`config.mk`:
```
export PLATFORM = sky130hd
export DESIGN_NAME = seven_seg_scanner
export DESIGN_NICKNAME = d
export VERILOG_FILES = /design/src/rtl/seg_disp_pkg.sv /design/src/rtl/refresh_tick_gen.sv /design/src/rtl/seven_seg_scanner.sv
export SDC_FILE = /design/constraint.sdc
export NUM_CORES = 1
export LEC_CHECK = 0
export ABC_AREA = 1
export CORE_ASPECT_RATIO = 1.4
export CORE_MARGIN = 3
export CORE_UTILIZATION = 40
export CTS_BUF_LIST = sky130_fd_sc_hd__clkbuf_8
export DETAILED_ROUTE_END_ITERATION = 8
export GPL_ROUTABILITY_DRIVEN = 0
export SLEW_MARGIN = 20
export SYNTH_ARGS = -nofsm -noshare
export SYNTH_HDL_FRONTEND = slang
export SYNTH_HIERARCHICAL = 1
export SYNTH_SLANG_ARGS = --single-unit
```
`constraint.sdc`:
```
create_clock -name clk -period 2.5 [get_ports clk]
set_input_delay 0.5 -clock clk [delete_from_list [all_inputs] [get_ports clk]]
set_output_delay 0.5 -clock clk [all_outputs]
set_load 0.01 [all_outputs]
```
`src/rtl/seg_disp_pkg.sv`:
```
// Shared types and constants for the seven-segment scan controller.
package seg_disp_pkg;

    typedef enum logic {
        S_DRIVE = 1'b0,
        S_GUARD = 1'b1
    } scan_state_t;

    // Common-anode digits: a high anode line means the digit is dark.
    localparam logic ANODE_OFF = 1'b1;

    typedef logic [3:0] nibble_t;

endpackage

```
`src/rtl/refresh_tick_gen.sv`:
```
// Slot counter: flags the last cycle of the drive and guard phases of a digit slot.
module refresh_tick_gen
    import seg_disp_pkg::*;
#(
    parameter int DRIVE_LEN = 6,
    parameter int GUARD_LEN = 2,
    parameter int CNT_W     = 3
) (
    input  logic        clk,
    input  logic        rst_n,
    input  scan_state_t i_state,
    output logic        o_last_drive,
    output logic        o_last_guard
);

    localparam logic [CNT_W-1:0] DRIVE_LAST = CNT_W'(DRIVE_LEN - 1);
    localparam logic [CNT_W-1:0] GUARD_LAST = CNT_W'(GUARD_LEN - 1);

    logic [CNT_W-1:0] r_cnt;

    assign o_last_drive = (i_state == S_DRIVE) && (r_cnt == DRIVE_LAST);
    assign o_last_guard = (i_state == S_GUARD) && (r_cnt == GUARD_LAST);

    // The count restarts on every phase change, so each phase is timed from zero.
    always_ff @(posedge clk or negedge rst_n) begin
        if (!rst_n) begin
            r_cnt <= '0;
        end else if (o_last_drive || o_last_guard) begin
            r_cnt <= '0;
        end else begin
            r_cnt <= r_cnt + 1'b1;
        end
    end

endmodule

```
`src/rtl/seven_seg_scanner.sv`:
```
// Time-multiplexed scan controller for common-anode seven-segment digits with
// double-buffered value, leading-zero blanking, per-digit masking and guard gaps.
//
//   state   | meaning
//   S_DRIVE | current digit may be lit (subject to blanking)
//   S_GUARD | all anodes off before moving to the next digit
module seven_seg_scanner
    import seg_disp_pkg::*;
#(
    parameter int NUM_DIGITS   = 4,
    parameter int REFRESH_DIV  = 50000,
    parameter int GUARD_CYCLES = 2,
    parameter bit LZ_BLANK_EN  = 1'b1
) (
    input  logic                    clk,
    input  logic                    rst_n,
    input  logic [4*NUM_DIGITS-1:0] value_in,
    input  logic [NUM_DIGITS-1:0]   blank_mask_in,
    input  logic                    value_valid,
    output logic                    value_ready,
    output logic [3:0]              hex_digit_out,
    output logic                    digit_blank_out,
    output logic [NUM_DIGITS-1:0]   anode_out,
    output logic                    frame_done
);

    localparam int IDX_W = $clog2(NUM_DIGITS);
    localparam int CNT_W = $clog2(REFRESH_DIV);
    localparam logic [IDX_W-1:0] LAST_IDX = IDX_W'(NUM_DIGITS - 1);

    scan_state_t             r_state;
    scan_state_t             w_state_next;
    logic                    w_last_drive;
    logic                    w_last_guard;
    logic [IDX_W-1:0]        r_digit_idx;
    logic [4*NUM_DIGITS-1:0] r_pend_value;
    logic [NUM_DIGITS-1:0]   r_pend_mask;
    logic                    r_pend_full;
    logic [4*NUM_DIGITS-1:0] r_shadow_value;
    logic [NUM_DIGITS-1:0]   r_shadow_mask;
    logic                    w_accept;
    logic                    w_frame_end;
    logic                    w_upper_zero;
    logic [NUM_DIGITS-1:0]   w_lz_zero;
    logic                    w_blank;
    nibble_t                 w_nibble;

    refresh_tick_gen #(
        .DRIVE_LEN (REFRESH_DIV - GUARD_CYCLES),
        .GUARD_LEN (GUARD_CYCLES),
        .CNT_W     (CNT_W)
    ) u_tick (
        .clk          (clk),
        .rst_n        (rst_n),
        .i_state      (r_state),
        .o_last_drive (w_last_drive),
        .o_last_guard (w_last_guard)
    );

    always_ff @(posedge clk or negedge rst_n) begin
        if (!rst_n) begin
            r_state <= S_GUARD;
        end else begin
            r_state <= w_state_next;
        end
    end

    always_comb begin
        w_state_next = r_state;
        case (r_state)
            S_DRIVE: if (w_last_drive) w_state_next = S_GUARD;
            S_GUARD: if (w_last_guard) w_state_next = S_DRIVE;
            default: w_state_next = S_GUARD;
        endcase
    end

    assign w_frame_end = w_last_guard && (r_digit_idx == LAST_IDX);
    assign frame_done  = w_frame_end;
    assign value_ready = !r_pend_full;
    assign w_accept    = value_valid && !r_pend_full;

    always_ff @(posedge clk or negedge rst_n) begin
        if (!rst_n) begin
            r_digit_idx <= LAST_IDX;
        end else if (w_last_guard) begin
            r_digit_idx <= (r_digit_idx == LAST_IDX) ? '0 : r_digit_idx + 1'b1;
        end
    end

    // Accept and frame-boundary promotion are exclusive: accept needs an empty buffer.
    always_ff @(posedge clk or negedge rst_n) begin
        if (!rst_n) begin
            r_pend_value   <= '0;
            r_pend_mask    <= '0;
            r_pend_full    <= 1'b0;
            r_shadow_value <= '0;
            r_shadow_mask  <= '0;
        end else if (w_accept) begin
            r_pend_value <= value_in;
            r_pend_mask  <= blank_mask_in;
            r_pend_full  <= 1'b1;
        end else if (w_frame_end && r_pend_full) begin
            r_shadow_value <= r_pend_value;
            r_shadow_mask  <= r_pend_mask;
            r_pend_full    <= 1'b0;
        end
    end

    // w_lz_zero[i] is set when nibbles i..NUM_DIGITS-1 of the shadow are all zero.
    always_comb begin
        w_lz_zero    = '0;
        w_upper_zero = 1'b1;
        for (int i = NUM_DIGITS - 1; i >= 0; i--) begin
            w_upper_zero = w_upper_zero & (r_shadow_value[4*i +: 4] == 4'h0);
            w_lz_zero[i] = w_upper_zero;
        end
    end

    assign w_nibble = r_shadow_value[{r_digit_idx, 2'b00} +: 4];
    assign w_blank  = (r_state == S_GUARD)
                    || r_shadow_mask[r_digit_idx]
                    || (LZ_BLANK_EN && (r_digit_idx != '0) && w_lz_zero[r_digit_idx]);

    always_comb begin
        anode_out       = {NUM_DIGITS{ANODE_OFF}};
        digit_blank_out = 1'b1;
        hex_digit_out   = 4'h0;
        if (!w_blank) begin
            anode_out       = ~(NUM_DIGITS'(1) << r_digit_idx);
            digit_blank_out = 1'b0;
            hex_digit_out   = w_nibble;
        end
    end

endmodule

```
==> run_results.csv, run 1 <==
group,metric,value,unit
power_and_ir_drop,finalPower,2090,uW
route,initialDrtViolationCount,53,
placement,hpwl,4.60,mm
critical_path,crit_path_max_incr_delay,0.58,ns
logic_synthesis,ys.flop_type,"dfrtp_1",
clock_network,clk_pin_slew,0.07,ns
clock_network,tritoncts,"done",
global_routing,grt_first_pass_wirelength,10.7,mm
route,wirelength,6.29,mm
logic_synthesis,synth_area_leaders,"dfrtp_1 (48%), nor2_1 (8.4%), nand2_1 (7.9%)",
floorplanning,design.die.area,8580,sq um
global_routing,gr-usage-met1,18.3,%
global_routing,grt_use_total,16.2,%
critical_path,worst-r2r-setup-slack,0.69,ns
floorplanning,core,7120,sq um
logic_synthesis,netlist_area,3000,sq um
flow_run,cap_violations,0,
global_routing,grtUsageMet3,5.42,%
clock_network,cts-buffers-inserted,9,
timing,finalSetupViolCount,0,
critical_path,crit_buf_inv,4,
logic_synthesis,synth_edf_count,0,
logic_synthesis,yosys-mux-area-fraction,0.877,%
global_routing,grtUsageMet2,28.1,%
logic_synthesis,synth-async-reset-ratio,100,%
floorplanning,fp.dieW,79.2,um
critical_path,crit_path_max_fanout,4,
cells_and_area,diodes,0,
route,vias_per_cell,4.59,
cells_and_area,final_layout_size_suffix_gt1_share,16.9,%
route,dr.pass1.iters,4,
power_and_ir_drop,p_leak,0.00185,uW
placement,dpl_cell_area,3470,sq um
global_routing,grt_start_max_net_pins,25,
logic_synthesis,syn_nets,401,
logic_synthesis,ys_warn_count,6,
logic_synthesis,ys_ff_latch,60,
timing,slew_viol_final,0,
logic_synthesis,synth-xor-area-share,1.75,%
cells_and_area,area_growth,24.2,%
global_routing,overflow,0,
logic_synthesis,ys_seq_area_share,50.2,%
logic_synthesis,syn_area_per_cell,8.06,sq um
critical_path,cp.arrival,1.97,ns
critical_path,startpoint_type,"flip-flop",
clock_network,cts_root_buf,"clkbuf_8",
cells_and_area,fin_area,3720,sq um
power_and_ir_drop,ir_drop,408,uV
timing,fmax,405,MHz
critical_path,cp_data_required_time,2.00,ns
floorplanning,num_io_pins,34,
cells_and_area,finalNetCount,449,
route,ant_nets,0,
timing,fin_worst_skew,0.0118,ns
critical_path,reg2reg_depth,12,
timing,finalHoldViolCount,0,
clock_network,clk_latency,0.34,ns
clock_network,htreeDepth,3,
timing,period_share,98.7,%
floorplanning,die_h,108,um
min_path,hold_path.class,"primary input to async pin",
critical_path,critPathKind,"flip-flop to output port",
global_routing,grt_pass1_vias,2309,
clock_network,cts_sinks,60,
global_routing,grt_antenna_before_repair,0,
clock_network,cts_max_path_buffers,2,
clock_network,hold_buffers,0,
logic_synthesis,synth_fa_ha_area_share,2.51,%
timing,rsz0062_at_grt,"true",
critical_path,critPathTopFamily,"flip-flops",
logic_synthesis,synth_top_area_share,47.6,%
outcome,status,"finished, final reports clean",
timing,worst_slew_pin_slew,0.559,ns
logic_synthesis,synth_top_family_by_area,"simple AND/OR/NAND/NOR gates",
logic_synthesis,synthSimpleGateAreaFrac,23.8,%
critical_path,worstSetupEndpointType,"output port",
logic_synthesis,yosysUniqueCellTypes,31,
floorplanning,initial_core_util,42.1,%
global_routing,grt.busiest_layer,"met2",
critical_path,reg2reg_to,"r_shadow_value[6]$_DFFE_PN0P_",
route,vias,2386,
critical_path,slowest_stage,"dfstp_2",
route,drc_errors,0,
route,wl_per_cell,12.1,um
logic_synthesis,yosysTopAreaCell,"dfrtp_1",
critical_path,crit_path_cell_trace,"inv_4, ha_4, or2_0, nor2_1, nand2_1, inv_1, nand2_2, nand2_4, buf_6, nor2_2, buf_2",
power_and_ir_drop,pwr_density_cell,561,nW/um^2
critical_path,r2r-start,"u_tick/r_cnt[1]$_DFF_PN0_",
timing,fin_crit,2.47,ns
placement,numPortBuffers,33,
timing,maxSlewHeadroom,62.8,%
logic_synthesis,synth-compound-area-share,11.4,%
floorplanning,core.rowCount,36,
logic_synthesis,synth_cells,372,
==> routing by layer <==
metal	part of all wire [%]	vias up
li1	-	1256
met1	43	1086
met2	53	35
met3	3.0	9
met4	1.7	0
met5	0	-
==> registers in the layout, indices dropped and copies added, names as in the netlist <==
signal,count
u_tick/r_cnt,16
r_pend_full,1
r_shadow_value,16
r_state,1
r_digit_idx,2
r_pend_value,16
r_pend_mask,4
r_shadow_mask,4
==> cell type report <==
class | count | area [sq um]
clock buffer | 9 | 124
timing repair buffer | 49 | 420
fill | 719 | 3390
multi-input combinational | 245 | 1250
tap | 95 | 119
clock inverter | 7 | 98.8
sequential | 60 | 1510
inverter | 55 | 209
==> timing repair <==
item	4_1_cts	5_1_grt
endpoints found under the setup margin	10	8
setup buffers	2	0
gates resized for setup	32	13
hold endpoints to repair	0	0
pin swaps	5	1
==> through the flow <==
stage | hold WS [ns] | TNS (ns) | utilization [%] | cells | worst slack (ns)
4_1_cts | 0.156 | -0.000880 | 52.3 | 520 | -0.000880
2_1_floorplan | 0.204 | 0 | - | 372 | 0.347
5_1_grt | 0.156 | -0.116 | 52.3 | 520 | -0.0445
3_3_place_gp | 0.470 | 0 | 48.8 | 502 | 0.0397
3_5_place_dp | 0.477 | -0.0144 | 48.8 | 502 | -0.0144
6_report | 0.141 | 0 | 52.3 | 520 | 0.0326
==> synth_stat cells (2+ instances only) <==
cell,count
clkbuf_1,3
inv_2,3
a21oi_1,26
buf_6,2
xnor2_1,2
buf_4,2
nor2_2,3
buf_2,5
nand3_1,14
nand4_1,4
nand2_2,7
nand2_1,63
nand2_4,2
dfrtp_1,57
o21bai_1,2
o21ai_0,35
nor3_1,2
inv_1,51
xor2_1,4
ha_1,6
nor2_1,67
dfstp_2,3
==> worst max-delay path by stage <==
stage                                     from                to  slack [ns]  cells after the start
floorplan           r_digit_idx[1]$_DFFE_PN1P_  hex_digit_out[0]        0.35                     10
global placement    r_digit_idx[0]$_DFFE_PN1P_   digit_blank_out        0.04                      9
detailed placement  r_digit_idx[0]$_DFFE_PN1P_   digit_blank_out       -0.01                      9
CTS                 r_digit_idx[0]$_DFFE_PN1P_  hex_digit_out[1]     -0.0009                     11
global route        r_digit_idx[0]$_DFFE_PN1P_  hex_digit_out[1]       -0.04                     11
finish              r_digit_idx[0]$_DFFE_PN1P_  hex_digit_out[2]        0.03                     11
==> logic make-up (layout without fill, tap and decap cells) <==
logic type / after synthesis / in the layout
AO/OA/AOI/OAI: 66 / 66
XOR/XNOR: 6 / 6
adder cells (fa/ha/maj): 6 / 6
buffers and inverters: 67 / 120
flip-flops: 60 / 60
multiplexers: 2 / 2
AND/OR/NAND/NOR: 165 / 165
==> report_power, final <==
group	internal (uW)	switching, uW	total, uW
registers	1010	10.2	1020
clock network	566	409	975
logic	48.1	49.2	97.3
==> placed cells by master, fill, tap and decap left out, drive strengths merged, types with 2 or more instances in the layout <==
cell type and instances:
clkdlybuf4s50 22, nand3 14, o21bai 3, dfstp 3, a21oi 26, mux2 2, xnor2 2, dlygate4sd2 2
inv 56, nor2 71, o21ai 36, buf 22, xor2 4, bufinv 2, nor3 3, dfrtp 57
nand4 4, nand2 72, ha 6, clkbuf 12, clkinv 3
Power figures use the tool's default switching activity.
==> run 2: changes to the inputs <==
--- a/config.mk
+++ b/config.mk
@@ -12,6 +12,7 @@
 export CTS_BUF_LIST = sky130_fd_sc_hd__clkbuf_8
 export DETAILED_ROUTE_END_ITERATION = 8
 export GPL_ROUTABILITY_DRIVEN = 0
+export GPL_TIMING_DRIVEN = 0
 export SLEW_MARGIN = 20
 export SYNTH_ARGS = -nofsm -noshare
 export SYNTH_HDL_FRONTEND = slang
==> run 2 against run 1 <==
  * Global-route usage is 1.5 points higher
  * Sequential cell count stayed put
  * Critical path depth stayed put
  * Final cell count is 1.3% higher
  * Clock skew is 0.0070 ns lower
  * Clock-buffer cell count stayed put
  * Non-clock buffer count is 7 higher
  * Largest power group unchanged
  * The flow now finishes with violations (negative setup slack)
  * Final area is 1.6% higher
  * First-iteration DRC count is 70% higher
==> run_results.csv, run 2 (synthesis results as in run 1) <==
group,metric,value,unit
flow_run,cap_violations,0,
timing,worst_slack,-0.00495,ns
placement,hpwl,4.77,mm
floorplanning,die_h,108,um
floorplanning,design.die.area,8580,sq um
critical_path,critPathTopFamily,"flip-flops",
power_and_ir_drop,ir_drop,300,uV
floorplanning,initial_core_util,42.1,%
timing,rsz0062_at_grt,"true",
route,drc_errors,0,
critical_path,crit_path_max_incr_delay,0.61,ns
floorplanning,core,7120,sq um
global_routing,grt_first_pass_wirelength,11.7,mm
power_and_ir_drop,p_leak,0.00186,uW
timing,fmax,399,MHz
timing,period_share,100,%
clock_network,cts_root_buf,"clkbuf_8",
route,wl_per_cell,12.4,um
cells_and_area,area_growth,26.2,%
critical_path,cp.arrival,2.00,ns
timing,slew_viol_final,0,
power_and_ir_drop,internal_power,1510,uW
cells_and_area,layout.area.seq,1510,sq um
global_routing,grt_use_total,17.7,%
clock_network,clk_latency,0.33,ns
placement,numPortBuffers,33,
clock_network,tritoncts,"done",
power_and_ir_drop,sw_frac_of_total,22.5,%
cells_and_area,final_layout_size_suffix_gt1_share,17.4,%
route,dr.pass1.iters,4,
cells_and_area,layout_common_cells,"nor2_1 (63), nand2_1 (62), dfrtp_1 (57), inv_1 (51), o21ai_0 (35)",
cells_and_area,fin_util,53.1,%
floorplanning,fp.dieW,79.2,um
global_routing,overflow,0,
min_path,hold_path.class,"flip-flop to flip-flop",
outcome,violations,"negative setup slack",
critical_path,worstSetupEndpointType,"output port",
cells_and_area,finalNetCount,456,
power_and_ir_drop,power_frac_clock,42.5,%
cells_and_area,top_regs,"r_pend_value x16, r_shadow_value x16, u_tick/r_cnt x16",
route,wirelength,6.52,mm
cells_and_area,finalNonFillerCells,527,
global_routing,grt_antenna_before_repair,0,
critical_path,critPathKind,"flip-flop to output port",
timing,fin_worst_skew,0.00480,ns
timing,finalSetupViolCount,3,
timing,worst_slew_pin_slew,0.392,ns
clock_network,cts_max_path_buffers,2,
critical_path,slowest_stage,"dfstp_2",
route,initialDrtViolationCount,90,
clock_network,clk_pin_slew,0.07,ns
cells_and_area,multiInputGateArea,1250,sq um
clock_network,htreeDepth,3,
floorplanning,core.rowCount,36,
clock_network,cts_sinks,60,
power_and_ir_drop,power.switching,437,uW
clock_network,cts-buffers-inserted,9,
global_routing,grt_pass1_vias,2527,
critical_path,cp_data_required_time,2.00,ns
power_and_ir_drop,seqPwrFrac,52.4,%
route,ant_nets,0,
cells_and_area,fill_cells,742,
power_and_ir_drop,combPwrFrac,5.2,%
global_routing,grt_start_max_net_pins,52,
critical_path,crit_path_cell_trace,"inv_8, ha_4, or2_0, nor2_1, nand2_1, inv_1, nand2_2, nand2_2, buf_6, nor2_4, buf_6",
route,vias_per_cell,4.67,
placement,place_inst,501,
cells_and_area,final_common_cell,"nor2_1",
route,vias,2459,
power_and_ir_drop,finalPower,1940,uW
floorplanning,num_io_pins,34,
timing,finalHoldViolCount,0,
cells_and_area,diodes,0,
power_and_ir_drop,pwr_density_cell,514,nW/um^2
critical_path,crit_path_max_fanout,4,
critical_path,crit_buf_inv,4,
timing,maxSlewHeadroom,73.9,%
outcome,status,"complete, but fails checks",
timing,fin_crit,2.50,ns
critical_path,startpoint_type,"flip-flop",
run 2: changes by cell type in the layout (fill, tap and decap cells not counted), sizes merged:
cell,previous run,this run
dlygate4sd3,0,1
clkdlybuf4s15,0,1
inv,56,57
bufinv,2,1
buf,22,27
run 2: area by class of cell:
class / instances / area share, %
inverters: 55 / 5.79
clock buffers: 9 / 3.28
well taps: 95 / 3.14
flip-flops and latches: 60 / 39.8
repair buffers: 46 / 11.7
plain buffers: 10 / 1.52
clock inverters: 7 / 1.59
multi-input cells: 245 / 33.1
run 2: what timing repair did:
action                                  CTS  global route
pin swaps                                 8             5
endpoints found under the setup margin   10             9
hold buffers                              1             0
setup buffers                            11             0
gates resized for setup                  51             7
hold endpoints to repair                  9             0
run 2: path summary, 6_finish.rpt:
check	from	end	cells past startpoint	slack [ns]
min reg2reg	r_shadow_value[7]$_DFFE_PN0P_	r_shadow_value[7]$_DFFE_PN0P_	2	0.48
min in group asynchronous	rst_n	u_tick/r_cnt[6]$_DFF_PN0_	2	0.54
max in group asynchronous	rst_n	r_state$_DFF_PN1_	3	1.43
max reg2reg	u_tick/r_cnt[1]$_DFF_PN0_	r_shadow_mask[0]$_DFFE_PN0P_	11	0.70
max	r_digit_idx[0]$_DFFE_PN1P_	hex_digit_out[3]	11	-0.005
min	r_shadow_value[7]$_DFFE_PN0P_	r_shadow_value[7]$_DFFE_PN0P_	2	0.48
run 2: per-stage QoR:
step / cell area, sq um / hold slack [ns] / TNS [ns] / setup WS, ns
final: 3780 / 0.484 / -0.00735 / -0.00495
after global routing: 3780 / 0.508 / -0.651 / -0.127
after CTS: 3790 / 0.490 / -0.112 / -0.0309
after detailed placement: 3470 / 0.355 / -2.40 / -0.328
after global placement: 3450 / 0.469 / -65.55 / -1.09
after floorplan: 3000 / 0.204 / 0 / 0.347
run 2: tightest hold or removal path, stage by stage (launching register included):
cell and delay (ns):
dfrtp_1 0.34, nand2_1 0.05, o21ai_0 0.06
run 2: power groups by stage:
stage               registers [uW]  clock network (uW)  logic [uW]
global route                  1020                 907         115
finish                        1020                 826         100
detailed placement            1040                   0         103
global placement              1030                   0        95.7
CTS                           1020                 859         104
floorplan                     1030                   0        35.3
run 2: routing by layer:
| layer | share of wire (%) | up-vias | global-route usage (%) |
|---|---|---|---|
| met5 | 0 | - | 0 |
| met2 | 55 | 47 | 32.1 |
| met3 | 3.0 | 10 | 4.50 |
| met4 | 2.1 | 0 | 7.25 |
| met1 | 40 | 1131 | 19.5 |
| li1 | - | 1271 | - |
